$ cat src/rtl/bus_requester.sv
// Initiator side of the four-phase REQ/ACK bus handshake.
// Latches one command, raises REQ, waits for ACK (or times out), then waits for ACK release.
module bus_requester #(
    parameter int ADDR_WIDTH     = 24,
    parameter int DATA_WIDTH     = 16,
    parameter int TIMEOUT_CYCLES = 1024
) (
    input  logic                  MCLK_IN,
    input  logic                  RESET_IN,
    input  logic                  START_IN,
    input  logic                  RW_IN,
    input  logic [ADDR_WIDTH-1:0] ADDR_IN,
    input  logic [DATA_WIDTH-1:0] WDATA_IN,
    input  logic                  ACK_IN,
    input  logic [DATA_WIDTH-1:0] RDATA_IN,
    output logic                  REQ,
    output logic                  RW,
    output logic [ADDR_WIDTH-1:0] ADDR,
    output logic [DATA_WIDTH-1:0] WDATA,
    output logic [DATA_WIDTH-1:0] RDATA,
    output logic                  BUSY,
    output logic                  DONE,
    output logic                  BERR
);

    localparam int CNT_W = $clog2(TIMEOUT_CYCLES) + 1;
    localparam bit TIMEOUT_EN = (TIMEOUT_CYCLES != 0);
    localparam logic [CNT_W-1:0] CNT_LAST = TIMEOUT_EN ? CNT_W'(TIMEOUT_CYCLES - 1) : '0;

    typedef enum logic [1:0] {
        ST_IDLE,
        ST_REQUEST,
        ST_RELEASE
    } state_e;

    state_e                state_q, state_d;
    logic [CNT_W-1:0]      cnt_q, cnt_d;
    logic                  req_q, req_d;
    logic                  busy_q, busy_d;
    logic                  done_q, done_d;
    logic                  berr_q, berr_d;
    logic                  err_q, err_d;
    logic                  rw_q, rw_d;
    logic [ADDR_WIDTH-1:0] addr_q, addr_d;
    logic [DATA_WIDTH-1:0] wdata_q, wdata_d;
    logic [DATA_WIDTH-1:0] rdata_q, rdata_d;

    always_comb begin
        // NOTE: every signal gets a default before the case so no path leaves one unassigned (no latches).
        state_d = state_q;
        cnt_d   = cnt_q;
        req_d   = req_q;
        busy_d  = busy_q;
        done_d  = 1'b0;
        berr_d  = 1'b0;
        err_d   = err_q;
        rw_d    = rw_q;
        addr_d  = addr_q;
        wdata_d = wdata_q;
        rdata_d = rdata_q;

        case (state_q)
            ST_IDLE: begin
                // A START that collides with a still-high ACK is dropped, not queued.
                if (START_IN && !ACK_IN) begin
                    rw_d    = RW_IN;
                    addr_d  = ADDR_IN;
                    wdata_d = WDATA_IN;
                    req_d   = 1'b1;
                    busy_d  = 1'b1;
                    cnt_d   = '0;
                    state_d = ST_REQUEST;
                end
            end
            ST_REQUEST: begin
                // ACK is tested first so it wins over a coincident timeout.
                if (ACK_IN) begin
                    req_d   = 1'b0;
                    err_d   = 1'b0;
                    state_d = ST_RELEASE;
                    if (rw_q) rdata_d = RDATA_IN;
                end else if (TIMEOUT_EN && (cnt_q == CNT_LAST)) begin
                    req_d   = 1'b0;
                    err_d   = 1'b1;
                    state_d = ST_RELEASE;
                end else if (TIMEOUT_EN) begin
                    cnt_d = cnt_q + CNT_W'(1);
                end
            end
            ST_RELEASE: begin
                if (!ACK_IN) begin
                    busy_d  = 1'b0;
                    done_d  = !err_q;
                    berr_d  = err_q;
                    state_d = ST_IDLE;
                end
            end
            default: state_d = ST_IDLE;
        endcase
    end

    // NOTE: state registers use non-blocking assignments so all flops update together at the edge.
    always_ff @(posedge MCLK_IN) begin
        if (RESET_IN) begin
            state_q <= ST_IDLE;
            cnt_q   <= '0;
            req_q   <= 1'b0;
            busy_q  <= 1'b0;
            done_q  <= 1'b0;
            berr_q  <= 1'b0;
            err_q   <= 1'b0;
            rw_q    <= 1'b1;
            addr_q  <= '0;
            wdata_q <= '0;
            rdata_q <= '0;
        end else begin
            state_q <= state_d;
            cnt_q   <= cnt_d;
            req_q   <= req_d;
            busy_q  <= busy_d;
            done_q  <= done_d;
            berr_q  <= berr_d;
            err_q   <= err_d;
            rw_q    <= rw_d;
            addr_q  <= addr_d;
            wdata_q <= wdata_d;
            rdata_q <= rdata_d;
        end
    end

    assign REQ   = req_q;
    assign RW    = rw_q;
    assign ADDR  = addr_q;
    assign WDATA = wdata_q;
    assign RDATA = rdata_q;
    assign BUSY  = busy_q;
    assign DONE  = done_q;
    assign BERR  = berr_q;

endmodule

$ cat config.mk
export PLATFORM = sky130hd
export DESIGN_NAME = bus_requester
export DESIGN_NICKNAME = d
export VERILOG_FILES = /design/src/rtl/bus_requester.sv
export SDC_FILE = /design/constraint.sdc
export NUM_CORES = 1
export LEC_CHECK = 0
export ABC_CLOCK_PERIOD_IN_PS = 2300
export CAP_MARGIN = 20
export CORE_ASPECT_RATIO = 0.8
export CORE_MARGIN = 2
export CORE_UTILIZATION = 45
export CTS_BUF_LIST = sky130_fd_sc_hd__clkbuf_4 sky130_fd_sc_hd__clkbuf_8
export CTS_CLUSTER_SIZE = 20
export DETAILED_ROUTE_END_ITERATION = 8
export DONT_BUFFER_PORTS = 1
export MAX_ROUTING_LAYER = met4
export PLACE_DENSITY = 0.6
export SYNTH_ARGS = -nofsm -noshare
export SYNTH_HDL_FRONTEND = slang
export SYNTH_SLANG_ARGS = --single-unit
$ cat constraint.sdc
create_clock -name MCLK_IN -period 2.3 [get_ports MCLK_IN]
set_input_delay 0.46 -clock MCLK_IN [delete_from_list [all_inputs] [get_ports MCLK_IN]]
set_output_delay 0.46 -clock MCLK_IN [all_outputs]
set_load 0.005 [all_outputs]
==> flow_metrics.env, run 1 <==
export IMPL_worstPathMaxFanout=8
export IMPL_grt_met2_usage_pct=29.3
export IMPL_fmax_mhz=586
export IMPL_worstRegToRegCells=4
export IMPL_place_ws_ns=0.601
export IMPL_drive_gt1_share_pct=6.67
export IMPL_synthArstFlopShare_pct=0
export IMPL_drt_first_pass_iters=4
export IMPL_avgSynthCellArea_um2=8.12
export IMPL_maxSlewHeadroom_pct=54.7
export IMPL_syn_inst=346
export IMPL_ys_flop_type="dfxtp_1"
export IMPL_port_buffers=0
export IMPL_multiInputGateArea_um2=1220
export IMPL_post_dp_cell_area_um2=2860
export IMPL_crit_arrival_ns=1.95
export IMPL_slew_violations=0
export IMPL_outcome="complete, no violations"
export IMPL_core_um2=5970
export IMPL_hold_buffers=0
export IMPL_clk_pin_slew_ns=0.08
export IMPL_antenna_found_initial=0
export IMPL_vias_per_cell=5.38
export IMPL_tns_ns=0
export IMPL_std_cell_rows=25
export IMPL_nNetsFinal=402
export IMPL_wirelength_um=6340
export IMPL_period_share_pct=74.2
export IMPL_seqCellArea_um2=1500
export IMPL_setup_viol=0
export IMPL_cap_violations=0
export IMPL_num_vias=2292
export IMPL_n_antenna_cell=0
export IMPL_grt_max_degree=74
export IMPL_ctsHtreeMaxLevel=3
export IMPL_die_area_um2=6900
export IMPL_clockBufferDepth=2
export IMPL_fillers=578
export IMPL_min_period_ns=1.71
export IMPL_yosysWarnings=0
export IMPL_die_y_um=74.7
export IMPL_path_depth=4
export IMPL_combinationalPowerShare_pct=4.4
export IMPL_floorplan_initialDensity_pct=47.0
export IMPL_grt_pass1_vias=2152
export IMPL_crit_path_top_delay_cell="dfxtp_1"
export IMPL_area_growth_pct=9.88
export IMPL_hp_start="RESET_IN"
export IMPL_crit_path_end_kind="flip-flop"
export IMPL_cts_setup_buffers=0
export IMPL_stdcell_area_um2=3090
export IMPL_worst_pin_slew_ns=0.676
export IMPL_crit_path_end="cnt_q[4]"
export IMPL_drtAntennaViolNets=0
export IMPL_clock_sinks=75
export IMPL_crit_type="flip-flop to flip-flop"
export IMPL_drc=0
export IMPL_cp_start_kind="flip-flop"
export IMPL_wl_per_cell_um=14.9
export IMPL_clock_skew_final_ns=0.00495
export IMPL_yosysUniqueCellTypes=36
export IMPL_p_clk_share_pct=43.1
export IMPL_synth_edf_count=0
export IMPL_clk_insertion_delay_late_ns=0.34
export IMPL_place_gp_congestion=0.811
export IMPL_cts_buffers=9
export IMPL_r2r_slack_ns=0.59
export IMPL_grt_ovfl_total=0
export IMPL_setup_slack_ns=0.593
export IMPL_cp_top_family="compound AO/OA/AOI/OAI gates"
export IMPL_irDropWorstVdd_mv=0.424
export IMPL_cp_required_ns=2.54
export IMPL_critPathMaxStageDelay_ns=0.44
export IMPL_leakage_uw=0.00106
export IMPL_reg2reg_to="cnt_q[4]"
export IMPL_p_switching_uw=576
export IMPL_grt_busiest_layer="met2"
export IMPL_synthesis_area_um2=2810
export IMPL_switching_share_pct=21.9
export IMPL_grt_pass1_wl_um=9990
export IMPL_grt_total_usage_pct=18.8
export IMPL_hpwl_um=4140
export IMPL_p_int_uw=2050
export IMPL_ys_seq_area_share_pct=53.4
export IMPL_r2r_start="state_q[0]"
export IMPL_boundaryPins=122
export IMPL_worstPathBufferInverterCount=0
export IMPL_power_share_sequential_pct=52.5
export IMPL_p_per_area_nw_per_um2=851
export IMPL_dieWidth_um=92.4
export IMPL_grt_setup_unrepaired="no"
export IMPL_hold_path_class="input pin to flip-flop"
export IMPL_met3_usage_pct=8.11
export IMPL_syn_nets=408
export IMPL_finalHoldViolCount=0
export IMPL_drtIter0Drc=171
export IMPL_holdWs_ns=0.189
export IMPL_hold_depth=1
export IMPL_gr_usage_met1_pct=22.3
export IMPL_ctsResizeCount=0
export IMPL_cts_tree="built"
export IMPL_cp_cell_sequence="or3b_1, a31oi_2, a21oi_1, a311oi_1"
export IMPL_startpoint="state_q[0]"
export IMPL_cts_root_buf="clkbuf_8"
export IMPL_ys_seq_elements=75
[cells by family after synthesis]
logic type,count (synthesis),synth area share [%]
buffers and inverters,22,2.98
AO/OA/AOI/OAI,88,17.7
AND/OR/NAND/NOR,160,25.5
flip-flops,75,53.4
adder cells (fa/ha/maj),1,0.445
[worst min path at each step]
stage	slack, ns	endpoint
6_report	0.19	WDATA[1]
5_1_grt	0.16	RDATA[11]
4_1_cts	0.16	WDATA[1]
3_5_place_dp	0.45	DONE
3_3_place_gp	0.44	DONE
2_1_floorplan	0.42	DONE
[Yosys cell counts (2+ instances only)]
library cell	n	area share, %
a311oi_1	4	1.2
nor3b_1	2	0.53
and3_1	3	0.67
nand2b_1	2	0.45
nand2_1	123	16
o21ai_0	5	0.89
a211oi_1	2	0.53
nor2_1	5	0.67
dfxtp_1	75	53
nand4_1	4	0.89
nand3b_1	3	0.80
nand3_1	5	0.89
nor3_1	5	0.89
clkbuf_1	20	2.7
a21oi_1	67	12
[sequential cells by signal, summed over array words and instances (netlist names)]
register / cells
cnt_q: 11
BUSY: 1
ADDR: 24
REQ: 1
WDATA: 16
err_q: 1
DONE: 1
RDATA: 16
BERR: 1
RW: 1
state_q: 2
[layer usage]
layer	wire length, µm	part of all wire [%]
met3	631	9.9
met1	2920	46
met2	2730	43
met5	0	0
met4	63	0.99
[power groups by stage]
stage	combinational (µW)	clock, µW	sequential [µW]
global placement	114	0	1410
floorplan	113	0	1400
detailed placement	117	0	1410
CTS	116	1170	1380
global route	134	1210	1390
finish	115	1130	1380
[cells in the final DEF, fill, tap and decap left out, drive strengths merged, types with 4 or more instances in the layout]
cell | Yosys | layout
clkbuf | 20 | 12
nand2 | 123 | 123
nand4 | 4 | 4
nand3 | 5 | 5
buf | 1 | 4
dfxtp | 75 | 75
nor3 | 5 | 5
a311oi | 4 | 4
a21oi | 67 | 67
o21ai | 6 | 6
nor2 | 5 | 5
[per-stage QoR]
step           power [µW]  cells  utilization [%]
2_1_floorplan        1510    346                -
3_3_place_gp         1520    410             47.9
3_5_place_dp         1530    410             47.9
4_1_cts              2670    426             51.7
5_1_grt              2730    426             51.7
6_report             2630    426             51.7
[layout make-up]
| type | instances | share of cell area (%) |
|---|---|---|
| multi-input combinational | 249 | 39.7 |
| clock buffer | 12 | 4.94 |
| clock inverter | 4 | 2.39 |
| sequential | 75 | 48.6 |
| inverter | 1 | 0.122 |
| tap | 81 | 3.28 |
| timing repair buffer | 4 | 0.972 |
No activity file was read; power rests on OpenSTA's default activity.
==> inputs of run 2 (changes only) <==
--- a/config.mk
+++ b/config.mk
@@ -5,7 +5,7 @@
 export SDC_FILE = /design/constraint.sdc
 export NUM_CORES = 1
 export LEC_CHECK = 0
-export ABC_CLOCK_PERIOD_IN_PS = 2300
+export ABC_CLOCK_PERIOD_IN_PS = 1700
 export CAP_MARGIN = 20
 export CORE_ASPECT_RATIO = 0.8
 export CORE_MARGIN = 2
==> constraint.sdc (replaced) <==
create_clock -name MCLK_IN -period 1.7 [get_ports MCLK_IN]
set_input_delay 0.34 -clock MCLK_IN [delete_from_list [all_inputs] [get_ports MCLK_IN]]
set_output_delay 0.34 -clock MCLK_IN [all_outputs]
set_load 0.005 [all_outputs]
==> run 2 against run 1 <==
Against the previous run: clock skew shrank 0.0014 ns; die area is the same; sequential cell count is the same; worst setup slack lost 0.51 ns; combinational power grew 44%; final cell count grew 1.6%; register-to-register slack lost 0.51 ns; design area grew 2.4%; routed wire length shrank 0.65%; global-route usage shrank 0.25 points; highest routed layer unchanged.
==> flow_metrics.env, run 2 (synthesized netlist as in run 1, its figures left out) <==
export IMPL_outcome="complete, no violations"
export IMPL_maxSlewHeadroom_pct=56.8
export IMPL_drtIter0Drc=184
export IMPL_hold_path_end="ADDR[19]"
export IMPL_drive_gt1_share_pct=9.66
export IMPL_vias_per_cell=5.43
export IMPL_drtAntennaViolNets=0
export IMPL_r2r_slack_ns=0.08
export IMPL_die_area_um2=6900
export IMPL_cts_root_buf="clkbuf_8"
export IMPL_place_inst=417
export IMPL_min_period_ns=1.62
export IMPL_hold_depth=1
export IMPL_finalHoldViolCount=0
export IMPL_antenna_found_initial=0
export IMPL_cp_start_kind="flip-flop"
export IMPL_reg2reg_to="cnt_q[9]"
export IMPL_worstRegToRegCells=5
export IMPL_grt_total_usage_pct=18.6
export IMPL_hold_path_class="input pin to flip-flop"
export IMPL_clockBufferDepth=2
export IMPL_place_ws_ns=0.0528
export IMPL_instances_no_fill=433
export IMPL_final_common_cell="nand2_1"
export IMPL_tns_ns=0
export IMPL_crit_type="flip-flop to flip-flop"
export IMPL_boundaryPins=122
export IMPL_n_antenna_cell=0
export IMPL_floorplan_initialDensity_pct=47.0
export IMPL_hold_buffers=0
export IMPL_clk_insertion_delay_late_ns=0.33
export IMPL_clock_skew_final_ns=0.00360
export IMPL_std_cell_rows=25
export IMPL_port_buffers=0
export IMPL_mostFrequentLayoutCells="nand2_1, dfxtp_1, a21oi_1"
export IMPL_worst_pin_slew_ns=0.643
export IMPL_place_gp_congestion=0.898
export IMPL_crit_path_end_kind="flip-flop"
export IMPL_dieWidth_um=92.4
export IMPL_irDropWorstVdd_mv=0.532
export IMPL_grt_ovfl_total=0
export IMPL_setup_slack_ns=0.0791
export IMPL_slew_violations=0
export IMPL_leakage_uw=0.00109
export IMPL_grt_max_degree=74
export IMPL_hpwl_um=4140
export IMPL_grt_pass1_vias=2164
export IMPL_drt_first_pass_iters=4
export IMPL_clock_sinks=75
export IMPL_hp_start="RESET_IN"
export IMPL_die_y_um=74.7
export IMPL_largest_register_ffs=24
export IMPL_cts_buffers=9
export IMPL_crit_arrival_ns=1.84
export IMPL_period_share_pct=95.3
export IMPL_grt_pass1_wl_um=9850
export IMPL_num_vias=2353
export IMPL_r2r_start="state_q[1]"
export IMPL_ctsHtreeMaxLevel=3
export IMPL_wl_per_cell_um=14.6
export IMPL_clk_pin_slew_ns=0.07
export IMPL_drc=0
export IMPL_wirelength_um=6300
export IMPL_p_per_area_nw_per_um2=1060
export IMPL_fmax_mhz=617
export IMPL_fillers=561
export IMPL_cp_required_ns=1.92
export IMPL_worstPathMaxFanout=7
export IMPL_setup_viol=0
export IMPL_area_growth_pct=12.5
export IMPL_cts_tree="built"
export IMPL_nNetsFinal=410
export IMPL_grt_setup_unrepaired="no"
export IMPL_cap_violations=0
export IMPL_core_um2=5970
-- run 2: timing repair --
action                                 in CTS  in global routing
setup endpoints to repair                   0                 12
setup buffers                               0                  1
endpoints found under the hold margin       0                  0
gates resized for setup                     0                  6
-- run 2: layout make-up --
class                   count  area (µm²)  area share [%]
clock buffers              10         138            4.35
clock inverters             5        53.8            1.70
inverters                   1        3.75           0.119
multi-input cells         249        1250            39.4
flip-flops and latches     75        1500            47.5
well taps                  81         101            3.21
repair buffers             12         115            3.64
-- run 2: how the worst max path moves through the flow --
stage,end,startpoint
after detailed placement,cnt_q[3],cnt_q[0]
after CTS,cnt_q[7],cnt_q[0]
after floorplan,cnt_q[9],ACK_IN
after global routing,cnt_q[7],cnt_q[8]
after global placement,cnt_q[2],state_q[0]
final,cnt_q[9],state_q[1]
-- run 2: per-stage QoR --
stage / area [µm²] / hold slack (ns) / utilization, % / total power, µW
floorplan: 2810 / 0.415 / - / 2050
global placement: 2940 / 0.414 / 49.2 / 2070
detailed placement: 2940 / 0.416 / 49.2 / 2080
CTS: 3130 / 0.0467 / 52.4 / 3420
global route: 3160 / 0.0482 / 52.9 / 3500
finish: 3160 / 0.0749 / 52.9 / 3350
-- run 2: worst max-delay path, cell delays in order, from the launching register on --
cell,delay (ns)
dfxtp_1,0.38
nor4b_4,0.38
nor4_4,0.11
buf_4,0.15
a211o_1,0.25
a32o_1,0.25
-- run 2: routing by layer --
layer | track usage [%] | vias up | part of all wire (%)
met5 | - | - | 0
met4 | 5.97 | 0 | 0.84
met3 | 7.31 | 5 | 10
met2 | 29.4 | 107 | 45
met1 | 22.1 | 1065 | 44
li1 | - | 1176 | -
-- run 2: report_power, final --
group / total (µW) / switching, µW / internal (µW)
logic: 166 / 100 / 65.7
clock network: 1320 / 614 / 705
registers: 1870 / 49.4 / 1820
total: 3350 / 763 / 2590
